==> src/rtl/riscv_icache_pkg.sv <==
// Shared instruction-cache types: FSM state encoding and default geometry.
package riscv_icache_pkg;

    localparam int unsigned DEF_LINE_WIDTH = 512;
    localparam int unsigned DEF_WORD_WIDTH = 32;
    localparam int unsigned DEF_ADDR_WIDTH = 32;
    localparam int unsigned DEF_SET_DEPTH  = 512;

    typedef enum logic [1:0] {
        ST_IDLE  = 2'd0,
        ST_REQ   = 2'd1,
        ST_FILL  = 2'd2,
        ST_WRITE = 2'd3
    } lfb_state_e;

endpackage

==> src/rtl/icache_addr_split.sv <==
// Splits a byte address into word index, set and tag; also yields the
// refill base address (word- or line-aligned) and the first refill slot.
module icache_addr_split
    import riscv_icache_pkg::*;
#(
    parameter int unsigned ADDR_WIDTH = DEF_ADDR_WIDTH,
    parameter int unsigned LINE_WIDTH = DEF_LINE_WIDTH,
    parameter int unsigned WORD_WIDTH = DEF_WORD_WIDTH,
    parameter int unsigned SET_DEPTH  = DEF_SET_DEPTH,
    parameter bit          CRIT_FIRST = 1'b0,
    localparam int unsigned OFF_BITS  = $clog2(LINE_WIDTH / 8),
    localparam int unsigned BYTE_BITS = $clog2(WORD_WIDTH / 8),
    localparam int unsigned IDX_BITS  = OFF_BITS - BYTE_BITS,
    localparam int unsigned SET_BITS  = $clog2(SET_DEPTH),
    localparam int unsigned TAG_BITS  = ADDR_WIDTH - SET_BITS - OFF_BITS
) (
    input  logic [ADDR_WIDTH-1:0] addr,
    output logic [IDX_BITS-1:0]   start_idx,
    output logic [SET_BITS-1:0]   set_idx,
    output logic [TAG_BITS-1:0]   tag,
    output logic [ADDR_WIDTH-1:0] base_addr
);

    localparam int unsigned ALIGN_BITS = CRIT_FIRST ? BYTE_BITS : OFF_BITS;
    localparam logic [ADDR_WIDTH-1:0] ALIGN_MASK =
        ~((ADDR_WIDTH'(1) << ALIGN_BITS) - ADDR_WIDTH'(1));

    assign start_idx = CRIT_FIRST ? addr[OFF_BITS-1:BYTE_BITS] : '0;
    assign set_idx   = addr[OFF_BITS+SET_BITS-1:OFF_BITS];
    assign tag       = addr[ADDR_WIDTH-1:OFF_BITS+SET_BITS];
    assign base_addr = addr & ALIGN_MASK;

endmodule

==> src/rtl/line_fill_buffer.sv <==
// Instruction-cache line fill buffer: one outstanding miss, beat-wise refill.
// Define LFB_CRITICAL_WORD_FIRST_EN to fetch the missed word first.
module line_fill_buffer
    import riscv_icache_pkg::*;
#(
    parameter int unsigned LINE_WIDTH = DEF_LINE_WIDTH,
    parameter int unsigned WORD_WIDTH = DEF_WORD_WIDTH,
    parameter int unsigned ADDR_WIDTH = DEF_ADDR_WIDTH,
    parameter int unsigned SET_DEPTH  = DEF_SET_DEPTH,
    localparam int unsigned WPL       = LINE_WIDTH / WORD_WIDTH,
    localparam int unsigned IDX_BITS  = $clog2(WPL),
    localparam int unsigned OFF_BITS  = $clog2(LINE_WIDTH / 8),
    localparam int unsigned SET_BITS  = $clog2(SET_DEPTH),
    localparam int unsigned TAG_BITS  = ADDR_WIDTH - SET_BITS - OFF_BITS
) (
    input  logic                  CLK,
    input  logic                  RSTN,
    input  logic                  MISS_VALID,
    input  logic [ADDR_WIDTH-1:0] MISS_ADDR,
    output logic                  MISS_READY,
    output logic                  MEM_REQ_VALID,
    output logic [ADDR_WIDTH-1:0] MEM_REQ_ADDR,
    input  logic                  MEM_REQ_READY,
    input  logic                  MEM_RSP_VALID,
    input  logic [WORD_WIDTH-1:0] MEM_RSP_DATA,
    output logic                  MEM_RSP_READY,
    output logic                  LINE_WRITE_ENABLE,
    output logic [SET_BITS-1:0]   LINE_WRITE_ADDRESS,
    output logic [LINE_WIDTH-1:0] LINE_DATA,
    output logic [TAG_BITS-1:0]   LINE_TAG,
    output logic                  FILL_DONE,
    output logic                  CRIT_WORD_VALID,
    output logic [WORD_WIDTH-1:0] CRIT_WORD
);

`ifdef LFB_CRITICAL_WORD_FIRST_EN
    localparam bit CRIT_FIRST = 1'b1;
`else
    localparam bit CRIT_FIRST = 1'b0;
`endif

    lfb_state_e                   state_q, state_d;
    logic [ADDR_WIDTH-1:0]        addr_q, addr_d;
    logic [IDX_BITS-1:0]          cnt_q, cnt_d;
    logic                         miss_ready_q;
    logic                         req_valid_q;
    logic                         rsp_ready_q;
    logic                         wr_en_q;
    logic [WPL-1:0][WORD_WIDTH-1:0] line_q;

    logic [IDX_BITS-1:0]          start_idx;
    logic [IDX_BITS-1:0]          slot;
    logic [SET_BITS-1:0]          set_idx;
    logic [TAG_BITS-1:0]          tag;
    logic [ADDR_WIDTH-1:0]        base_addr;
    logic                         beat;

    icache_addr_split #(
        .ADDR_WIDTH (ADDR_WIDTH),
        .LINE_WIDTH (LINE_WIDTH),
        .WORD_WIDTH (WORD_WIDTH),
        .SET_DEPTH  (SET_DEPTH),
        .CRIT_FIRST (CRIT_FIRST)
    ) u_split (
        .addr      (addr_q),
        .start_idx (start_idx),
        .set_idx   (set_idx),
        .tag       (tag),
        .base_addr (base_addr)
    );

    assign beat = rsp_ready_q & MEM_RSP_VALID;
    // Slot arithmetic wraps naturally because WPL is a power of two.
    assign slot = start_idx + cnt_q;

    always_comb begin
        state_d = state_q;
        addr_d  = addr_q;
        cnt_d   = cnt_q;
        unique case (state_q)
            ST_IDLE: begin
                if (miss_ready_q && MISS_VALID) begin
                    addr_d  = MISS_ADDR;
                    state_d = ST_REQ;
                end
            end
            ST_REQ: begin
                if (req_valid_q && MEM_REQ_READY) state_d = ST_FILL;
            end
            ST_FILL: begin
                if (beat) begin
                    cnt_d = cnt_q + 1'b1;
                    if (cnt_q == IDX_BITS'(WPL - 1)) state_d = ST_WRITE;
                end
            end
            ST_WRITE: state_d = ST_IDLE;
            default:  state_d = ST_IDLE;
        endcase
    end

    always_ff @(posedge CLK or negedge RSTN) begin
        if (!RSTN) begin
            state_q      <= ST_IDLE;
            addr_q       <= '0;
            cnt_q        <= '0;
            miss_ready_q <= 1'b1;
            req_valid_q  <= 1'b0;
            rsp_ready_q  <= 1'b0;
            wr_en_q      <= 1'b0;
        end else begin
            state_q      <= state_d;
            addr_q       <= addr_d;
            cnt_q        <= cnt_d;
            miss_ready_q <= (state_d == ST_IDLE);
            req_valid_q  <= (state_d == ST_REQ);
            rsp_ready_q  <= (state_d == ST_FILL);
            wr_en_q      <= (state_d == ST_WRITE);
        end
    end

    // Data is only consumed with LINE_WRITE_ENABLE, so it carries no reset.
    always_ff @(posedge CLK) begin
        if (beat) line_q[slot] <= MEM_RSP_DATA;
    end

    assign MISS_READY         = miss_ready_q;
    assign MEM_REQ_VALID      = req_valid_q;
    assign MEM_REQ_ADDR       = base_addr;
    assign MEM_RSP_READY      = rsp_ready_q;
    assign LINE_WRITE_ENABLE  = wr_en_q;
    assign FILL_DONE          = wr_en_q;
    assign LINE_WRITE_ADDRESS = set_idx;
    assign LINE_TAG           = tag;
    assign LINE_DATA          = line_q;

`ifdef LFB_CRITICAL_WORD_FIRST_EN
    assign CRIT_WORD_VALID = beat && (cnt_q == '0);
    assign CRIT_WORD       = CRIT_WORD_VALID ? MEM_RSP_DATA : '0;
`else
    assign CRIT_WORD_VALID = 1'b0;
    assign CRIT_WORD       = '0;
`endif

endmodule

==> config.mk <==
export PLATFORM = sky130hd
export DESIGN_NAME = line_fill_buffer
export DESIGN_NICKNAME = d
export VERILOG_FILES = /design/src/rtl/riscv_icache_pkg.sv /design/src/rtl/icache_addr_split.sv /design/src/rtl/line_fill_buffer.sv
export SDC_FILE = /design/constraint.sdc
export NUM_CORES = 1
export LEC_CHECK = 0
export ABC_AREA = 1
export CORE_AREA = 8 8 256 258
export DETAILED_ROUTE_END_ITERATION = 8
export DIE_AREA = 0 0 264 266
export PLACE_DENSITY = 0.58
export SLEW_MARGIN = 10
export SYNTH_ARGS = -nofsm -noshare
export SYNTH_HDL_FRONTEND = slang
export SYNTH_SLANG_ARGS = --single-unit
==> constraint.sdc <==
create_clock -name CLK -period 2.45 [get_ports CLK]
set_input_delay 0.245 -clock CLK [delete_from_list [all_inputs] [get_ports CLK]]
set_output_delay 0.245 -clock CLK [all_outputs]
set_load 0.05 [all_outputs]
# Word level (Yosys, flattened, before mapping)
# Index checks and enable logic that the tools add are counted.
# totals
regBits	554
# classes
addsub	1
n_lt_le_gt_ge	2
n_mux	8
n_reduce_logical	7
eq_ne	7
bitwise	1
# op_table
cell	count
bitwise mux 512 bit	1
demux 32 bit (select 4 bit)	1
2-to-1 mux 32 bit	1
== test 2 bit (second input constant)	4
2-to-1 mux 2 bit	4
one-hot mux 2 bit (4 select lines)	1
< comparator 4 x 5 -> 1 bit (second input constant)	1
adder 4 x 1 -> 4 bit (second input constant)	1
== test 2 x 1 -> 1 bit (second input constant)	2
== test 4 bit (second input constant)	1
>= comparator 4 x 1 -> 1 bit (second input constant)	1
logical NOT 2 bit	2
AND reduction 2 bit	2
logical AND 1 bit	3
bitwise AND 1 bit	1

# Longest topological paths before layout
# logic_depth
ltp_word	5
ltp_mapped	7
mapped_depth_nobuf	7

# Modules after synthesis
# A second synthesis with hierarchy kept.
# unflattened
hier_cells	841
hier_area_um2	18139.9
# modules_own_cells
mod	cells_per_inst	seq_area_each_um2	n_inst	area_each_um2
line_fill_buffer	778	16427.0	1	17670.7
icache_addr_split	63	0.0	1	469.2

# Worst setup path after synthesis
# OpenSTA, ideal clock, no wires.
# synth_timing
path_kind	reg2reg
start	reg rsp_ready_q (netlist: MEM_RSP_READY)
end	reg line_q (netlist bit LINE_DATA[0]) (enable)
path_slack_ps	-325
arrival_time_ps	2354
required_time_ps	2029
setup_ps	421
stages_incl_launch_ff	5
path_cell_list	dfrtp_1 -> nand2_2 -> inv_1 -> nand2_1 -> nor2_1
# synth_via
elab_chain_cells	1
# synth_rtl
element	line	rtl
from (decl)	line_fill_buffer.sv:47	logic rsp_ready_q;
from (signal assigned)	line_fill_buffer.sv:116	rsp_ready_q <= (state_d == ST_FILL);
bitwise AND 1 bit	line_fill_buffer.sv:72	assign beat = rsp_ready_q & MEM_RSP_VALID;
to (signal, indexed assignment)	line_fill_buffer.sv:123	if (beat) line_q[slot] <= MEM_RSP_DATA;
to (decl)	line_fill_buffer.sv:49	logic [WPL-1:0][WORD_WIDTH-1:0] line_q;
# Every way passes these cells.
# A chain may end at the register's enable or synchronous reset.

# Worst setup path after layout
# layout_timing
start	reg miss_ready_q (netlist: MISS_READY)
end	out MISS_READY
# layout_rtl
element	line	rtl
from (decl)	line_fill_buffer.sv:45	logic miss_ready_q;
from (signal assigned)	line_fill_buffer.sv:114	miss_ready_q <= (state_d == ST_IDLE);
to (decl)	line_fill_buffer.sv:20	output logic MISS_READY,
# No word-level cell between the ends.

==> impl_metrics.env <==
export IMPL_crit_family="buffers and inverters"
export IMPL_max_slew_worst_pin_slew_ps=853
export IMPL_die_h_microns=266
export IMPL_grt_pass1_vias=10100
export IMPL_viasPerCell=4.17
export IMPL_start_kind="register"
export IMPL_max_freq_mhz=456
export IMPL_drc=0
export IMPL_async_reset_ff_frac=0.0657
export IMPL_cts_buffers=55
export IMPL_ys_ff_latch=548
export IMPL_track_usage=0.161
export IMPL_clock_skew_ps=10.1
export IMPL_status="completed"
export IMPL_wl_per_cell_microns=26.0
export IMPL_cts_sinks=548
export IMPL_hold_viol=0
export IMPL_crit_required_ps=2200
export IMPL_clk_latency_ps=580
export IMPL_p_leak_nw=9.21
export IMPL_path_max_fanout=2
export IMPL_cts_path_max_buffers=3
export IMPL_worstReg2RegEnd="LINE_DATA[94]"
export IMPL_drtIter0Drc=495
export IMPL_drt_total_wl_microns=59500
export IMPL_wl_met1_microns=22700
export IMPL_fin_hold_ws_ps=207
export IMPL_min_delay_start="MISS_ADDR[9]"
export IMPL_port_buffers=631
export IMPL_cp_slowest_stage_delay_ps=810
export IMPL_met3_wirelength_microns=6390
export IMPL_hold_end="addr_q[9]"
export IMPL_synth_top_area_frac=0.872
export IMPL_antenna_found_initial=1
export IMPL_hold_class="input port to register"
export IMPL_worstRegToRegCells=5
export IMPL_post_synth_top_area_cell="edfxtp_1"
export IMPL_ios=677
export IMPL_yosysMostFrequentCell="edfxtp_1"
export IMPL_via_count=9562
export IMPL_place_hpwl_microns=41700
export IMPL_cap_viol_max_count=0
export IMPL_core_area_sq_um=61300
export IMPL_setup_slack_ps=256
export IMPL_synthTopCellsByCount="edfxtp_1 (512), buf_4 (66), inv_1 (36)"
export IMPL_path_class="register to output port"
export IMPL_ant_nets=0
export IMPL_finalSetupViolations=0
export IMPL_clk_pin_slew_ps=60
export IMPL_gp_congestion=0.783
export IMPL_wl_met2_microns=29200
export IMPL_cp_cell_sequence="clkdlybuf4s50_1"
export IMPL_nFillCells=5343
export IMPL_nNetsFinal=1528
export IMPL_synthCells=764
export IMPL_placed_cell_area_sq_um=25100
export IMPL_dieWidth_microns=264
export IMPL_synth_area_leaders="edfxtp_1 (87%), dfrtp_1 (5.0%), buf_4 (2.8%)"
export IMPL_post_cts_resized=0
export IMPL_cts_root_buf="clkbuf_16"
export IMPL_ys_types=22
export IMPL_arrival_ps=1950
export IMPL_r2r_start="cnt_q[0]"
export IMPL_drtPass1Iterations=5
export IMPL_slew_viol_final=0
export IMPL_die_area_sq_um=70200
export IMPL_rsz0062_at_grt="no"
export IMPL_synth_warnings=0
export IMPL_design_area_sq_um=26900
export IMPL_area_growth_pct=52.5
export IMPL_yosysSeqAreaShare=0.923
export IMPL_synth_area_sq_um=17600
export IMPL_drive_gt1_frac=0.121
export IMPL_cts_tree="built"
export IMPL_irDropWorstVdd_mv=0.830
export IMPL_slew_headroom=0.431
export IMPL_std_cell_rows=91
export IMPL_crit_buf_inv=1
export IMPL_end_kind="output port"
export IMPL_synth_flop_cell="edfxtp_1"
export IMPL_fin_crit_sh=0.896
export IMPL_min_period_ps=2190
export IMPL_worstHoldPathCells=3
export IMPL_antenna_cells=0
export IMPL_h_tree_depth=2
export IMPL_grt_max_degree=41
export IMPL_syn_area_per_cell_sq_um=23.1
export IMPL_start_util=0.288
export IMPL_top_layer="met4"
export IMPL_critical_path_slowest_cell="clkdlybuf4s50_1"
export IMPL_dp_slack_ps=282
export IMPL_r2r_slack_ps=640
export IMPL_grt_pass1_wl_microns=80200
export IMPL_overflow=0
export IMPL_synth_edf_count=512
export IMPL_power_density_nw_per_um2=861
## layout make-up
class / instances / area (sq um) / area share
clock buffers: 61 / 1400 / 0.0520
clock inverters: 42 / 383 / 0.0142
inverters: 40 / 150 / 0.00558
multi-input cells: 143 / 916 / 0.0341
flip-flops and latches: 548 / 16300 / 0.605
well taps: 790 / 988 / 0.0367
repair buffers: 667 / 6780 / 0.252
## cells in the final DEF, fill, tap and decap left out, drive strengths merged
master         instances
clkinv                27
dlygate4sd3            1
a21oi                  1
nand4                  1
nand3                  3
nand2                 42
dfstp                  1
clkinvlp               4
ha                     4
bufinv                 6
xor2                   2
nor2                  23
inv                   45
buf                   36
o21ai                 28
edfxtp               512
conb                  39
clkdlybuf4s50        630
dfrtp                 35
clkbuf                61
## metrics by stage
step	setup TNS (ps)	total power, W	instances	utilization
2_1_floorplan	-145280	0.0139	802	-
3_3_place_gp	0	0.0150	2187	0.410
3_5_place_dp	0	0.0151	2187	0.410
4_1_cts	0	0.0234	2291	0.439
5_1_grt	0	0.0240	2291	0.439
6_report	0	0.0232	2291	0.439
## per-layer routing
metal	vias to the layer above	global-route usage
li1	4158	-
met1	4783	0.186
met2	552	0.274
met3	69	0.0686
met4	0	0.0394
met5	-	0
## state kept, by name (all words and copies together), names as in the netlist
name / cells
FILL_DONE: 1
LINE_DATA: 512
MEM_REQ_VALID: 1
MEM_RSP_READY: 1
MISS_READY: 1
addr_q: 26
cnt_q: 4
state_q: 2
## how the worst max path moves through the flow
stage,cells past startpoint,endpoint,startpoint
after detailed placement,6,LINE_DATA[63],MEM_RSP_VALID
after CTS,1,MISS_READY,MISS_READY
after floorplan,4,LINE_DATA[0],MEM_RSP_READY
final,1,MISS_READY,MISS_READY
after global routing,1,MISS_READY,MISS_READY
after global placement,6,LINE_DATA[43],MEM_RSP_VALID
## report_power, final
group | internal (W) | leakage [nW] | switching, W
Sequential | 0.0106 | 5.05 | 0.000276
Clock | 0.00476 | 0.866 | 0.00355
Combinational | 0.00115 | 3.29 | 0.00281
## repair_timing
| action | 4_1_cts | 5_1_grt |
|---|---|---|
| hold buffers | 1 | 0 |
| hold endpoints to repair | 35 | 0 |
| setup buffers | 0 | 0 |
## cells by family (layout without fill, tap and decap cells)
group / count (synthesis) / after routing / synth area share
flip-flops: 548 / 548 / 0.923
buffers and inverters: 111 / 810 / 0.0398
AND/OR/NAND/NOR: 69 / 69 / 0.0186
AO/OA/AOI/OAI: 29 / 29 / 0.0144
adder cells (fa/ha/maj): 4 / 4 / 0.00284
XOR/XNOR: 2 / 2 / 0.000994
other: 1 / 39 / 0.000213
(Power assumes the default switching activity.)
